[src/rtl/pipe_pkg.sv]
// Shared pipeline definitions for the execute stage.
//   DATA_W / PC_W / REG_W : datapath, program-counter and register-index widths
//   alu_op_t              : 3-bit ALU opcode
//   ex_mem_t              : contents of the EX/MEM pipeline register
//   is_dep()              : true when a source index depends on a destination index
//   fwd_sel()             : operand forwarding priority (MEM over WB over ID/EX)
package pipe_pkg;

  localparam int DATA_W = 16;
  localparam int PC_W   = 10;
  localparam int REG_W  = 4;

  typedef enum logic [2:0] {
    ALU_ADD   = 3'd0,
    ALU_SUB   = 3'd1,
    ALU_AND   = 3'd2,
    ALU_OR    = 3'd3,
    ALU_XOR   = 3'd4,
    ALU_SLL   = 3'd5,
    ALU_SRL   = 3'd6,
    ALU_PASSB = 3'd7
  } alu_op_t;

  typedef struct packed {
    logic              wb_en;
    logic              mem_read;
    logic              mem_write;
    logic              br_taken;
    logic [DATA_W-1:0] alu_result;
    logic [DATA_W-1:0] store_data;
    logic [REG_W-1:0]  dst;
    logic [PC_W-1:0]   br_target;
    logic              zero;
  } ex_mem_t;

  // Register 0 is hard-wired zero, so it never creates a dependency.
  function automatic logic is_dep(input logic [REG_W-1:0] src,
                                  input logic [REG_W-1:0] dst);
    return (src != '0) && (src == dst);
  endfunction

  // mem_ok: the MEM-stage instruction writes a register and is not a load
  // (load data is not available until WB).
  function automatic logic [DATA_W-1:0] fwd_sel(
    input logic [REG_W-1:0]  idx,
    input logic [DATA_W-1:0] id_val,
    input logic              mem_ok,
    input logic [REG_W-1:0]  mem_dst,
    input logic [DATA_W-1:0] mem_val,
    input logic              wb_en,
    input logic [REG_W-1:0]  wb_dst,
    input logic [DATA_W-1:0] wb_val
  );
    logic [DATA_W-1:0] v;
    v = id_val;
    if (mem_ok && is_dep(idx, mem_dst))    v = mem_val;
    else if (wb_en && is_dep(idx, wb_dst)) v = wb_val;
    return v;
  endfunction

endpackage

[src/rtl/ex_stage_alu16.sv]
// alu16: purely combinational 16-bit ALU.
//   i_op   : ALU opcode (alu_op_t encoding)
//   i_a    : operand A
//   i_b    : operand B; shifts use i_b[3:0] as the amount
//   o_y    : result, ADD/SUB wrap modulo 2^16
//   o_zero : o_y == 0
module alu16
  import pipe_pkg::*;
(
  input  logic [2:0]        i_op,
  input  logic [DATA_W-1:0] i_a,
  input  logic [DATA_W-1:0] i_b,
  output logic [DATA_W-1:0] o_y,
  output logic              o_zero
);

  always_comb begin
    o_y = '0;
    case (alu_op_t'(i_op))
      ALU_ADD:   o_y = i_a + i_b;
      ALU_SUB:   o_y = i_a - i_b;
      ALU_AND:   o_y = i_a & i_b;
      ALU_OR:    o_y = i_a | i_b;
      ALU_XOR:   o_y = i_a ^ i_b;
      ALU_SLL:   o_y = i_a << i_b[3:0];
      ALU_SRL:   o_y = i_a >> i_b[3:0];
      ALU_PASSB: o_y = i_b;
      default:   o_y = '0;
    endcase
  end

  assign o_zero = (o_y == '0);

endmodule

[src/rtl/ex_stage.sv]
// ex_stage: execute stage sitting between the ID/EX and EX/MEM registers.
// Forwards operands from MEM/WB, evaluates the ALU and branch target, owns
// the load-use interlock and holds the EX/MEM register.
// Build option: define FORWARDING_EN to enable the MEM/WB forwarding muxes;
// without it every dependency on MEM or WB stalls instead.
// Ports:
//   Clk, rst               clock, synchronous active-high reset
//   WBEnable..DstReg       ID/EX register contents
//   Stall_In               MEM busy, hold EX/MEM
//   Flush                  squash the instruction in EX
//   WB_Dst/WB_En/WB_Value  WB-stage write port
//   Stall_Out              combinational freeze of PC, IF/ID and ID/EX
//   WBEnableOut..ZeroFlag  EX/MEM register contents
// Stall semantics: Stall_Out = 1 means upstream must present the same EX
// instruction again next cycle; Stall_In = 1 means EX/MEM keeps every field
// and the EX instruction stays pending. Reset forces Stall_Out low.
module ex_stage
  import pipe_pkg::*;
(
  input  logic              Clk,
  input  logic              rst,
  input  logic              WBEnable,
  input  logic              MemReadIn,
  input  logic              MemWriteIn,
  input  logic              Br_TakenIn,
  input  logic [2:0]        ALUOperation,
  input  logic [PC_W-1:0]   PC,
  input  logic [DATA_W-1:0] Val1,
  input  logic [DATA_W-1:0] Val2,
  input  logic [DATA_W-1:0] Reg2,
  input  logic [REG_W-1:0]  Src1,
  input  logic [REG_W-1:0]  Src2,
  input  logic [REG_W-1:0]  DstReg,
  input  logic              Stall_In,
  input  logic              Flush,
  input  logic [REG_W-1:0]  WB_Dst,
  input  logic              WB_En,
  input  logic [DATA_W-1:0] WB_Value,
  output logic              Stall_Out,
  output logic              WBEnableOut,
  output logic              MemReadOut,
  output logic              MemWriteOut,
  output logic [DATA_W-1:0] ALUResult,
  output logic [DATA_W-1:0] StoreData,
  output logic [REG_W-1:0]  DstRegOut,
  output logic              BranchTaken,
  output logic [PC_W-1:0]   BranchTarget,
  output logic              ZeroFlag
);

  ex_mem_t           r_q;
  ex_mem_t           w_next;
  logic [DATA_W-1:0] w_op_a;
  logic [DATA_W-1:0] w_op_b;
  logic [DATA_W-1:0] w_store;
  logic [DATA_W-1:0] w_alu_y;
  logic              w_alu_zero;
  logic              w_hazard;

`ifdef FORWARDING_EN
  logic w_mem_ok;
  assign w_mem_ok = r_q.wb_en && !r_q.mem_read;

  // Store data shares Src2 with operand B but forwards into Reg2.
  assign w_op_a  = fwd_sel(Src1, Val1, w_mem_ok, r_q.dst, r_q.alu_result, WB_En, WB_Dst, WB_Value);
  assign w_op_b  = fwd_sel(Src2, Val2, w_mem_ok, r_q.dst, r_q.alu_result, WB_En, WB_Dst, WB_Value);
  assign w_store = fwd_sel(Src2, Reg2, w_mem_ok, r_q.dst, r_q.alu_result, WB_En, WB_Dst, WB_Value);

  // Only a load in MEM cannot be forwarded; it resolves one cycle later via WB.
  assign w_hazard = r_q.mem_read && (is_dep(Src1, r_q.dst) || is_dep(Src2, r_q.dst));
`else
  logic w_unused;
  assign w_unused = ^WB_Value;

  assign w_op_a  = Val1;
  assign w_op_b  = Val2;
  assign w_store = Reg2;

  // Wait until the producer has retired through WB into the register file.
  assign w_hazard = (r_q.wb_en && (is_dep(Src1, r_q.dst) || is_dep(Src2, r_q.dst))) ||
                    (WB_En     && (is_dep(Src1, WB_Dst)   || is_dep(Src2, WB_Dst)));
`endif

  alu16 u_alu (
    .i_op   (ALUOperation),
    .i_a    (w_op_a),
    .i_b    (w_op_b),
    .o_y    (w_alu_y),
    .o_zero (w_alu_zero)
  );

  always_comb begin
    w_next            = '0;
    w_next.wb_en      = WBEnable;
    w_next.mem_read   = MemReadIn;
    w_next.mem_write  = MemWriteIn;
    w_next.br_taken   = Br_TakenIn;
    w_next.alu_result = w_alu_y;
    w_next.store_data = w_store;
    w_next.dst        = DstReg;
    w_next.br_target  = PC + Val2[PC_W-1:0];
    w_next.zero       = w_alu_zero;
    // Bubble: only the control bits matter, data fields are don't-care.
    if (Flush || w_hazard) begin
      w_next.wb_en     = 1'b0;
      w_next.mem_read  = 1'b0;
      w_next.mem_write = 1'b0;
      w_next.br_taken  = 1'b0;
    end
  end

  always_ff @(posedge Clk) begin
    if (rst)            r_q <= '0;
    else if (!Stall_In) r_q <= w_next;
  end

  // A flushed instruction must not hold the pipe even if it had a hazard.
  assign Stall_Out = !rst && (Stall_In || (!Flush && w_hazard));

  assign WBEnableOut  = r_q.wb_en;
  assign MemReadOut   = r_q.mem_read;
  assign MemWriteOut  = r_q.mem_write;
  assign ALUResult    = r_q.alu_result;
  assign StoreData    = r_q.store_data;
  assign DstRegOut    = r_q.dst;
  assign BranchTaken  = r_q.br_taken;
  assign BranchTarget = r_q.br_target;
  assign ZeroFlag     = r_q.zero;

endmodule

[config.mk]
export PLATFORM = sky130hd
export DESIGN_NAME = ex_stage
export DESIGN_NICKNAME = d
export VERILOG_FILES = /design/src/rtl/pipe_pkg.sv /design/src/rtl/ex_stage_alu16.sv /design/src/rtl/ex_stage.sv
export SDC_FILE = /design/constraint.sdc
export NUM_CORES = 1
export LEC_CHECK = 0
export ABC_AREA = 1
export BUFFER_PORTS_ARGS = -buffer_cell sky130_fd_sc_hd__buf_2
export CORE_MARGIN = 1.5
export CORE_UTILIZATION = 25
export DETAILED_ROUTE_END_ITERATION = 12
export HOLD_SLACK_MARGIN = 0.03
export PLACE_DENSITY = 0.47
export SLEW_MARGIN = 20
export SYNTH_ARGS = -nofsm -noshare
export SYNTH_HDL_FRONTEND = slang
export SYNTH_SLANG_ARGS = --single-unit
[constraint.sdc]
create_clock -name Clk -period 5.6 [get_ports Clk]
set_clock_uncertainty 0.05 [all_clocks]
set_input_delay 0.84 -clock Clk [delete_from_list [all_inputs] [get_ports Clk]]
set_output_delay 0.84 -clock Clk [all_outputs]
set_load 0.005 [all_outputs]
# After elaboration in Yosys (flattened, before gate mapping)

Index checks and enable logic that the tools add are counted.

Div/mod/pow operators: 0
Multiply operators: 0
Bitwise logic cells: 3
Mux-type cells: 2
Reduce and logical (&&, ||, !) cells: 19
Equality and inequality tests: 11
$add $sub $neg: 3
Magnitude comparators: 0
Shift-type cells: 2

Operators with widths:

| operator                                                              | number |
|---|---|
| 16-bit one-hot mux with 8 select lines                                | 1 |
| 16-bit adder                                                          | 1 |
| 16-bit bitwise AND                                                    | 1 |
| 4-bit equality test                                                   | 4 |
| 16-bit logical NOT                                                    | 1 |
| 16-bit bitwise OR                                                     | 1 |
| 16-bit by 4-bit left shift with 16-bit output                         | 1 |
| 16-bit by 4-bit right shift with 16-bit output                        | 1 |
| 16-bit subtractor                                                     | 1 |
| 16-bit bitwise XOR                                                    | 1 |
| 3-bit equality test, second input constant                            | 4 |
| 10-bit adder                                                          | 1 |
| 1-bit logical AND                                                     | 8 |
| 4-bit nonzero test                                                    | 2 |
| 3-bit by 2-bit equality test with 1-bit output, second input constant | 2 |
| 1-bit logical OR                                                      | 5 |
| 4-bit two-way mux                                                     | 1 |
| 3-bit by 1-bit equality test with 1-bit output, second input constant | 1 |
| 3-bit logical NOT                                                     | 1 |
| 1-bit logical NOT                                                     | 2 |

RAM bits: 0
Memory bits (read-only): 0
Bits in registers: 51
Latch bits: 0
Output and inout port bits: 52
Memories kept: 0

# Depth between registers and ports, before layout

Gate-level depths: netlist of the first run.

Depth after elaboration: 8
Gate-level depth with buffers: 30

# By module

A second synthesis of the first run with hierarchy kept.

Cell total of the unflattened synthesis: 1145
Area total of the unflattened synthesis: 6454.9 sq um

By module, submodules not included:

| module   | times used | area an instance (sq um) | cells each |
|---|---|---|---|
| alu16    | 1          | 3905.0                   | 775 |
| ex_stage | 1          | 2549.9                   | 370 |

# Worst setup path after synthesis of the first run

Ideal clock, no wire load.

Path kind: input -> register
From: input port Val2[1]
To: register r_q, in the netlist ZeroFlag
Stages on the path: 27
Data arrival time: 3.721 ns
Path buffers: 2
Data required time: 5.483 ns
Setup slack: 1.761 ns
Library setup time: 0.067 ns
Path through: inv_2 buf_6 buf_2 ha_1 inv_1 nor3_1 inv_1 nor3_1 inv_1 nor3_2 nand3_1 o31ai_1 xor2_1 ha_1 a21oi_1 nor2_1 nor2_1 nand2_1 a21oi_1 inv_1 nand2_1 nand2_1 nand2_1 nand3_1 nor2_1 nand3_1 a21oi_2

Cells in the longest elaborated chain, start to end: 3
Elaborated cells on any way between the ends: 9
Classes of those cells: 2 x add/sub; 2 x shift; 1 x mux; 3 x bitwise; 1 x reduce/logical

Ends and longest elaborated chain:

| item                                      | RTL line             | RTL |
|---|---|---|
| from (decl)                               | ex_stage.sv:29       | `input logic [DATA_W-1:0] Val2,` |
| 16-bit subtractor (tied with other cells) | ex_stage_alu16.sv:21 | `ALU_SUB: o_y = i_a - i_b;` |
| 16-bit one-hot mux with 8 select lines *  | ex_stage_alu16.sv:19 | `case (alu_op_t'(i_op))` |
| 16-bit logical NOT *                      | ex_stage_alu16.sv:32 | `assign o_zero = (o_y == '0);` |
| to (signal assigned)                      | ex_stage.sv:114      | `else if (!Stall_In) r_q <= w_next;` |
| to (decl)                                 | ex_stage.sv:51       | `ex_mem_t r_q;` |

Mark *: on every way between the ends. The rest lies on a longest branch, timed or not.
A chain may end at the register's enable or synchronous reset.

# Final worst setup path of the first run

Ends and elaborated chain as after synthesis.

==> results by group, run 1 <==
Global routing
  – First-pass GRT wire length: 37.3 mm
  – Initial antenna violation count: 0
  – Grt ovf: 0
  – Vias in the first global route: 6671
  – All-Layer GR Usage: 18.3%
  – Largest net degree at the start of global routing: 57

Timing
  – Unrepaired setup endpoints after global routing: false
  – Crit path time final: 4.17 ns
  – Setup-failing EPs final: 0
  – Final period util: 74.4%
  – Worst slew pin tran: 0.955 ns
  – Highest clock rate: 240 MHz
  – Hold Vio Cnt, Final: 0
  – Max Transition Viols Final: 0
  – Setup WS post-layout: 1.43 ns
  – Hold Slack: 0.417 ns
  – Setup TNS: 0 ns
  – Slew HR: 36.3%

Drt
  – Final WL: 23.9 mm
  – Routed Antenna Nets: 0
  – DRC Markers: 0
  – Drt first pass iters: 5
  – DR vias/cell: 4.67
  – Initial DRC Count: 531
  – DR WL/cell: 15.7 um
  – Routed vias: 7138

Worst setup path
  – CP Data Arrival Time: 4.34 ns
  – Critical Path Source Type: input port
  – Crit path required time: 5.77 ns
  – Flop2flop setup slack: 3.96 ns
  – Crit path capture type: register
  – Critical path type: in2reg
  – Worst-path fanout max: 31

Power and ir drop
  – PD cells: 175 mW/mm^2
  – Leak: 4.09 nW
  – Worst VDD drop: 0.103 mV

CTS
  – CTS tree: yes
  – H-tree depth: 2
  – Clock sinks: 51
  – Clk buf depth: 2
  – Clock-pin slew on the worst setup and hold paths: 0.06 ns
  – CTS Buf Count: 5
  – Root buf cell: clkbuf_16
  – # resized after CTS: 0
  – Post-CTS Hold Buffers: 0
  – Post-CTS setup buffer count: 0
  – Clock Latency Late Sink: 0.29 ns

Synth
  – Post-synthesis register bit count: 51
  – Cell variety after synth: 41
  – Avg Cell Area, Syn: 5.73 um^2
  – Gate Count Post-Synth: 1096
  – Synthesized Nets: 1258
  – Post-synthesis sequential area ratio: 16.2%
  – Async S/R FF share, synth: 0%
  – Cell Area, Synth: 0.00628 mm^2
  – Post-synth EDFFs: 0
  – Synth warn: 0
  – Leading register cell type out of synthesis: dfxtp_1

Cells and area
  – Fraction of layout instances using a drive strength above 1: 15.8%
  – Finished layout cell area: 0.00734 mm^2
  – Area of the multi-input gates: 0.00446 mm^2
  – FILL cells: 2841
  – Nets: 1368
  – Layout Utilization: 30.0%
  – Area growth syn-to-layout: 16.7%
  – N_diodes: 0
  – Storage element area: 0.00102 mm^2

Die
  – Io pins: 154
  – FP Rows: 57
  – Core area: 0.0245 mm^2
  – Die Ht: 162 um
  – Die W: 162 um
  – Initial core utilization: 25.7%
  – Full die area: 0.0261 mm^2

Outcome
  – Status: completed

Placement
  – Pre-CTS setup slack: 1.18 ns
  – DP HPWL: 19.1 mm
  – Gpl congestion: 0.915
  – Port Buffers: 137
  – Placed Area: 0.00720 mm^2

Worst hold path
  – Hold WC Path Type: reg2reg

Run
  – Max_cap viols: 0
## metrics by stage
stage / cells / power [mW]
CTS: 1530 / 1.30
floorplan: 1096 / 0.789
global placement: 1523 / 0.994
global route: 1530 / 1.40
detailed placement: 1523 / 0.993
finish: 1530 / 1.28
## report_power, final
group          internal, mW  switching, mW  total [mW]
clock                 0.163          0.136       0.300
sequential            0.391         0.0141       0.405
combinational         0.200          0.379       0.579
total                 0.754          0.530        1.28
## logic make-up (layout without fill, tap and decap cells)
logic type / Yosys count / count (layout) / synth area share [%]
adder cells (fa/ha/maj): 60 / 60 / 12.2
XOR/XNOR: 33 / 33 / 4.60
flip-flops: 51 / 51 / 16.2
AND/OR/NAND/NOR: 636 / 636 / 43.4
buffers and inverters: 190 / 300 / 12.7
AO/OA/AOI/OAI: 126 / 126 / 10.8
## worst max-delay path: stages
cell and delay (ns):
buf_2 0.31, inv_2 0.13, ha_1 0.14, inv_1 0.05, nor3_1 0.12, inv_1 0.09, nor3_1 0.13, inv_1 0.08
nor3_2 0.15, nand3_1 0.15, o31ai_1 0.26, xor2_1 0.19, ha_1 0.30, a21oi_1 0.23, nor2_1 0.06, nor2_1 0.09
nand2_1 0.05, a21oi_1 0.17, inv_1 0.06, nand2_1 0.06, nand2_1 0.11, nand2_1 0.12, nand3_1 0.08, nor2_1 0.11
nand3_1 0.09, a21oi_2 0.13
## metal layers
metal | global-route usage (%) | part of all wire, %
met5 | 0 | 0
met4 | 4.38 | 2.3
met3 | 1.64 | 4.2
met2 | 31.3 | 47
met1 | 24.5 | 47
## registers in the layout (all words and copies together), names as in the netlist
name / cells
ALUResult: 16
BranchTaken: 1
BranchTarget: 10
DstRegOut: 4
MemReadOut: 1
MemWriteOut: 1
StoreData: 16
WBEnableOut: 1
ZeroFlag: 1
## final cells by class
class                           instances  share of cell area, %
Clock inverter                          2                  0.188
Clock buffer                            5                   1.71
Inverter                              148                   7.64
Sequential cell                        51                   13.9
Timing Repair Buffer                  145                   10.2
Tap cell                              324                   5.53
Multi-Input combinational cell        855                   60.9
## synthesized netlist by cell type, types with 3 or more instances
library cell	number	area, um^2
nand2_1	289	1080
nor2_1	152	571
inv_1	139	522
nand3_1	137	686
o21ai_0	60	300
ha_1	58	726
dfxtp_1	51	1020
a21oi_1	43	215
xor2_1	24	210
nand4_1	21	131
clkbuf_1	15	56.3
buf_2	14	70.1
nand2_2	13	81.3
xnor2_1	9	78.8
inv_2	7	26.3
o211ai_1	6	45.0
buf_6	5	56.3
nor2_2	5	31.3
nor3_1	5	25.0
o22ai_1	5	31.3
and2_1	4	25.0
buf_4	4	30.0
nand3_2	4	40.0
a21o_1	3	22.5
buf_1	3	11.3
## path summary, 6_finish.rpt
| kind | to | from | cells past startpoint |
|---|---|---|---|
| max | ZeroFlag$_SDFFE_PP0N_ | Val2[1] | 26 |
| min | BranchTaken$_SDFFE_PP0N_ | BranchTaken$_SDFFE_PP0N_ | 2 |
| max reg2reg | BranchTaken$_SDFFE_PP0N_ | DstRegOut[1]$_SDFFE_PP0N_ | 9 |
| min reg2reg | BranchTaken$_SDFFE_PP0N_ | BranchTaken$_SDFFE_PP0N_ | 2 |
## cell usage in the layout, fill, tap and decap left out, drive strengths merged, types with 9 or more instances in the layout
| master | synthesis | layout |
|---|---|---|
| nand2 | 303 | 303 |
| o21ai | 62 | 62 |
| a21oi | 45 | 45 |
| xnor2 | 9 | 9 |
| nand4 | 22 | 22 |
| xor2 | 24 | 24 |
| buf | 27 | 145 |
| ha | 58 | 58 |
| inv | 148 | 148 |
| nor2 | 157 | 157 |
| dfxtp | 51 | 51 |
| nand3 | 141 | 141 |
(Power assumes the default switching activity.)
==> inputs of run 2 (changes only) <==
==> constraint.sdc (replaced) <==
create_clock -name Clk -period 4.3 [get_ports Clk]
set_clock_uncertainty 0.05 [all_clocks]
set_input_delay 0.645 -clock Clk [delete_from_list [all_inputs] [get_ports Clk]]
set_output_delay 0.645 -clock Clk [all_outputs]
set_load 0.005 [all_outputs]
==> run 2 against run 1 <==
Worst hold slack lost 0.0029 ns. Global-route usage hardly changed. Register-to-register slack got worse by 1.3 ns. Setup slack lost 0.81 ns. Cell count up 0.20%.
==> results by group, run 2 (synthesis results as in run 1) <==
Outcome
  – Status: completed

Drt
  – DR vias/cell: 4.63 (-0.77%)
  – M1 wire length: 11.5 mm (+2.7%)
  – Routed Antenna Nets: 0 (unchanged)
  – Final WL: 24.1 mm (+0.54%)
  – Routed vias: 7097 (-0.57%)
  – Drt first pass iters: 5 (unchanged)
  – Top Layer Used: met4
  – DRC Markers: 0 (unchanged)
  – Initial DRC Count: 580 (+9.2%)
  – DR WL met3: 905 um (-11%)
  – DR WL/cell: 15.7 um (+0.35%)
  – DR WL met2: 11.0 mm (-1.7%)

Timing
  – Hold Slack: 0.414 ns (-0.00293 ns)
  – Slew HR: 34.5% (-1.8 points)
  – Hold Vio Cnt, Final: 0 (unchanged)
  – Worst slew pin tran: 0.982 ns (+0.0268 ns)
  – Final period util: 85.5%
  – Crit path time final: 3.67 ns
  – Unrepaired setup endpoints after global routing: false
  – Setup WS post-layout: 0.626 ns (-0.809 ns)
  – Setup-failing EPs final: 0 (unchanged)
  – Max Transition Viols Final: 0 (unchanged)
  – Setup TNS: 0 ns (unchanged)
  – Highest clock rate: 272 MHz

Die
  – Io pins: 154 (unchanged)
  – Full die area: 0.0261 mm^2 (unchanged)
  – Die Ht: 162 um (unchanged)
  – FP Rows: 57 (unchanged)
  – Initial core utilization: 25.7% (unchanged)
  – Die W: 162 um (unchanged)
  – Core area: 0.0245 mm^2 (unchanged)

Worst setup path
  – CP Data Arrival Time: 3.86 ns (-0.48 ns)
  – Critical path type: in2reg
  – Crit path required time: 4.49 ns (-1.28 ns)
  – Worst-path fanout max: 4 (-87%)
  – Crit path capture type: register
  – Worst setup startpoint: Val2[1]
  – Critical Path Source Type: input port
  – Worst reg2reg startpoint: DstRegOut[0]$_SDFFE_PP0N_

Power and ir drop
  – PD cells: 231 mW/mm^2 (+32%)
  – Leak: 4.11 nW (+0.36%)
  – Overall power: 1.70 mW (+33%)
  – Worst VDD drop: 0.145 mV (+41%)

Cells and area
  – Commonest cells after routing, fill and taps aside: nand2_1, nor2_1, inv_1
  – Layout Utilization: 30.1% (+0.11 points)
  – N_diodes: 0 (unchanged)
  – Finished layout cell area: 0.00736 mm^2 (+0.38%)
  – FILL cells: 2852 (+0.39%)
  – Area growth syn-to-layout: 17.2%
  – Nets: 1370 (+0.15%)
  – Storage element area: 0.00102 mm^2 (unchanged)
  – Area of the multi-input gates: 0.00446 mm^2 (unchanged)
  – Most common cell after layout, fill and taps aside: nand2_1
  – Fraction of layout instances using a drive strength above 1: 16.0% (+0.21 points)
  – Fin cells: 1533 (+0.20%)

CTS
  – H-tree depth: 2 (unchanged)
  – Root buf cell: clkbuf_16
  – Clock sinks: 51 (unchanged)
  – Post-CTS Hold Buffers: 0 (unchanged)
  – Clk buf depth: 2 (unchanged)
  – CTS tree: yes
  – Clock Latency Late Sink: 0.30 ns (about the same)
  – # resized after CTS: 0 (unchanged)
  – Clock-pin slew on the worst setup and hold paths: 0.08 ns (+0.02 ns)
  – CTS Buf Count: 5 (unchanged)
  – Post-CTS setup buffer count: 0 (unchanged)

Global routing
  – Grt ovf: 0 (unchanged)
  – Initial antenna violation count: 0 (unchanged)
  – All-Layer GR Usage: 18.3% (about the same)
  – Largest net degree at the start of global routing: 57 (unchanged)
  – First-pass GRT wire length: 36.9 mm (-1.2%)
  – Vias in the first global route: 6602 (-1.0%)

Worst hold path
  – Worst hold start: BranchTaken$_SDFFE_PP0N_
  – Hold WC Path Type: reg2reg

Placement
  – Dpl cells: 1525 (+0.13%)
  – Port Buffers: 137 (unchanged)
  – Pre-CTS setup slack: 0.341 ns (-0.841 ns)
  – Gpl congestion: 0.929 (+1.6%)
  – Placed Area: 0.00721 mm^2 (+0.21%)
  – DP HPWL: 19.2 mm (+0.83%)

Run
  – Max_cap viols: 0 (unchanged)
## run 2: final cells by class
class,instances,share of cell area [%]
clock buffers,5,1.70
repair buffers,147,10.3
well taps,324,5.51
flip-flops and latches,51,13.9
multi-input cells,855,60.6
clock inverters,3,0.357
inverters,148,7.61
## run 2: per-layer routing
metal | vias up | GRT usage (%)
li1 | 3728 | -
met1 | 3151 | 24.7
met2 | 190 | 30.5
met3 | 28 | 1.59
met4 | 0 | 5.68
met5 | - | 0
## run 2: power by group
group | switching [mW] | internal, mW | leakage (nW)
logic | 0.495 | 0.261 | 3.61
registers | 0.0185 | 0.509 | 0.423
clock network | 0.197 | 0.222 | 0.0748
total | 0.711 | 0.992 | 4.11
## run 2: worst paths after layout
path | endpoint | slack (ns) | depth (start not counted)
setup / recovery | ZeroFlag$_SDFFE_PP0N_ | 0.63 | 26
setup reg to reg | BranchTaken$_SDFFE_PP0N_ | 2.71 | 9
hold / removal | BranchTaken$_SDFFE_PP0N_ | 0.41 | 2
hold reg to reg | BranchTaken$_SDFFE_PP0N_ | 0.41 | 2
## run 2: worst max-delay path, cell delays in order
cell and delay (ns):
buf_2 0.11, inv_2 0.08, ha_1 0.16, inv_1 0.06
nor3_1 0.15, inv_1 0.09, nor3_1 0.13, inv_1 0.08
nor3_2 0.13, nand3_1 0.14, o31ai_1 0.27, xor2_1 0.19
ha_1 0.30, a21oi_1 0.22, nor2_1 0.06, nor2_1 0.09
nand2_1 0.05, a21oi_1 0.15, inv_1 0.06, nand2_1 0.06
nand2_1 0.10, nand2_1 0.11, nand3_1 0.08, nor2_1 0.12
nand3_1 0.09, a21oi_2 0.12
==> inputs of run 3 (changes only) <==
--- a/config.mk
+++ b/config.mk
@@ -7,11 +7,12 @@
 export LEC_CHECK = 0
 export ABC_AREA = 1
 export BUFFER_PORTS_ARGS = -buffer_cell sky130_fd_sc_hd__buf_2
+export CORE_ASPECT_RATIO = 0.9
 export CORE_MARGIN = 1.5
-export CORE_UTILIZATION = 25
+export CORE_UTILIZATION = 56
 export DETAILED_ROUTE_END_ITERATION = 12
 export HOLD_SLACK_MARGIN = 0.03
-export PLACE_DENSITY = 0.47
+export PLACE_DENSITY = 0.87
 export SLEW_MARGIN = 20
 export SYNTH_ARGS = -nofsm -noshare
 export SYNTH_HDL_FRONTEND = slang
==> run 3 against run 2 <==
Die area decreased by 55%. Clock power down 7.2%. Critical path depth did not move. Critical path type unchanged. Utilization increased by 35 points.
==> results by group, run 3 (synthesis results as in run 1) <==
Outcome
  – Status: completed

Placement
  – Placed Area: 0.00699 mm^2 (-3.1%)
  – DP HPWL: 15.6 mm (-19%)
  – Gpl congestion: 1.02 (+9.4%)
  – Dpl cells: 1352 (-11%)
  – Port Buffers: 137 (unchanged)

Worst setup path
  – Slowest stage cell, crit path: o31ai_1
  – CP dominant cell by count: nand2_1
  – CP Buf/Inv Count: 6 (unchanged)
  – Crit path capture type: register
  – Critical path type: in2reg
  – Max stage delay on crit path: 0.31 ns (about the same)
  – Worst-path fanout max: 4 (unchanged)
  – Top Family by Delay on Critical Path: simple AND/OR/NAND/NOR gates
  – Crit path required time: 4.47 ns (-0.02 ns)
  – CP Data Arrival Time: 4.16 ns (+0.30 ns)
  – Critical Path Source Type: input port

Drt
  – DR vias/cell: 5.44 (+17%)
  – DR WL/cell: 14.7 um (-6.5%)
  – Final WL: 20.0 mm (-17%)
  – DRC Markers: 0 (unchanged)
  – Routed vias: 7392 (+4.2%)
  – Routed Antenna Nets: 0 (unchanged)
  – Drt first pass iters: 8 (+3)
  – Initial DRC Count: 728 (+26%)

Power and ir drop
  – NetSw: 0.665 mW (-6.5%)
  – Worst VDD drop: 0.143 mV (-0.90%)
  – Overall power: 1.65 mW (-3.1%)
  – Leak: 4.10 nW (-0.10%)
  – Logic pwr share: 44.4% (about the same)
  – Clk network pwr share: 23.6% (-1.0 points)
  – PD cells: 231 mW/mm^2 (about the same)
  – P_int: 0.986 mW (-0.66%)
  – Switching Share: 40.3% (-1.5 points)
  – Reg power frac: 32.0% (+1.0 points)

Global routing
  – Grt ovf: 0 (unchanged)
  – Largest net degree at the start of global routing: 57 (unchanged)
  – Vias in the first global route: 6532 (-1.1%)
  – First-pass GRT wire length: 32.2 mm (-13%)
  – Initial antenna violation count: 0 (unchanged)
  – All-Layer GR Usage: 33.9% (+16 points)

Timing
  – Worst slew pin tran: 0.885 ns (-0.0970 ns)
  – Hold Vio Cnt, Final: 0 (unchanged)
  – Slew HR: 40.9% (+6.5 points)
  – Max Transition Viols Final: 0 (unchanged)
  – Setup-failing EPs final: 0 (unchanged)
  – Unrepaired setup endpoints after global routing: false
  – Final period util: 92.6% (+7.2 points)
  – Setup TNS: 0 ns (unchanged)
  – Crit path time final: 3.98 ns (+0.308 ns)
  – Highest clock rate: 251 MHz (-7.7%)

CTS
  – # resized after CTS: 0 (unchanged)
  – Clock sinks: 51 (unchanged)
  – CTS Buf Count: 5 (unchanged)
  – H-tree depth: 2 (unchanged)
  – Clock Latency Late Sink: 0.29 ns (about the same)
  – Post-CTS setup buffer count: 0 (unchanged)
  – Root buf cell: clkbuf_16
  – Clock-pin slew on the worst setup and hold paths: 0.07 ns (about the same)
  – CTS tree: yes
  – Clk buf depth: 2 (unchanged)
  – Post-CTS Hold Buffers: 0 (unchanged)

Cells and area
  – Fin cells: 1360 (-11%)
  – Commonest cells after routing, fill and taps aside: nand2_1, nor2_1, inv_1
  – FILL cells: 1070 (-62%)
  – Finished layout cell area: 0.00713 mm^2 (-3.1%)
  – Nets: 1369 (-0.073%)
  – Storage element area: 0.00102 mm^2 (unchanged)
  – Fraction of layout instances using a drive strength above 1: 15.8% (-0.15 points)
  – Area of the multi-input gates: 0.00446 mm^2 (unchanged)
  – N_diodes: 0 (unchanged)
  – Most common cell after layout, fill and taps aside: nand2_1
  – Area growth syn-to-layout: 13.5%

Die
  – Full die area: 0.0119 mm^2 (-55%)
  – Initial core utilization: 57.7% (+32 points)
  – Die W: 115 um (-29%)
  – Core area: 0.0109 mm^2 (-55%)
  – Die Ht: 104 um (-36%)
  – Io pins: 154 (unchanged)
  – FP Rows: 36 (-37%)

Worst hold path
  – Hold WC Path Type: reg2reg

Run
  – Max_cap viols: 0 (unchanged)
==> run 3: cell count changes in the layout (fill, tap and decap cells not counted) <==
cell | previous run | this run
inv_6 | 2 | 1
clkinv_2 | 0 | 2
clkinv_4 | 1 | 0
inv_2 | 8 | 7
buf_4 | 10 | 9
inv_1 | 138 | 139
==> run 3: worst paths after layout <==
path,from,to,slack [ns],cells past startpoint
setup reg to reg,DstRegOut[0]$_SDFFE_PP0N_,MemReadOut$_SDFFE_PP0N_,2.80,10
hold / removal,MemReadOut$_SDFFE_PP0N_,MemReadOut$_SDFFE_PP0N_,0.42,2
setup / recovery,Val2[1],ZeroFlag$_SDFFE_PP0N_,0.32,26
hold reg to reg,MemReadOut$_SDFFE_PP0N_,MemReadOut$_SDFFE_PP0N_,0.42,2
==> run 3: metal layers <==
| metal | vias to the layer above | track usage (%) | share of wire, % |
|---|---|---|---|
| li1 | 3729 | - | - |
| met1 | 3318 | 45.5 | 43 |
| met3 | 40 | 5.44 | 9.1 |
| met4 | 0 | 9.73 | 2.4 |
| met2 | 305 | 55.6 | 45 |
| met5 | - | 0 | 0 |
==> run 3: tightest hold or removal path: stages, from the launching register on <==
cell	delay, ns
dfxtp_1	0.31
nand2_1	0.06
a21oi_1	0.06
==> run 3: layout make-up <==
class / instances / area share (%)
clock buffers: 5 / 1.75
clock inverters: 3 / 0.263
inverters: 148 / 7.86
multi-input cells: 855 / 62.6
flip-flops and latches: 51 / 14.3
well taps: 152 / 2.67
repair buffers: 146 / 10.6
==> run 3: through the flow <==
step           utilization (%)  setup WS [ns]  hold slack [ns]
2_1_floorplan                -          0.656            0.412
3_3_place_gp              64.1          0.282            0.400
3_5_place_dp              64.1          0.176            0.403
4_1_cts                   65.4          0.416            0.413
5_1_grt                   65.4         0.0330            0.432
6_report                  65.4          0.317            0.417
==> run 3: power by group through the flow <==
stage	logic [mW]	clock network [mW]	registers [mW]
after floorplan	0.485	0	0.542
after global placement	0.707	0	0.537
after detailed placement	0.717	0	0.539
after CTS	0.721	0.393	0.528
after global routing	0.825	0.414	0.533
final	0.732	0.389	0.529
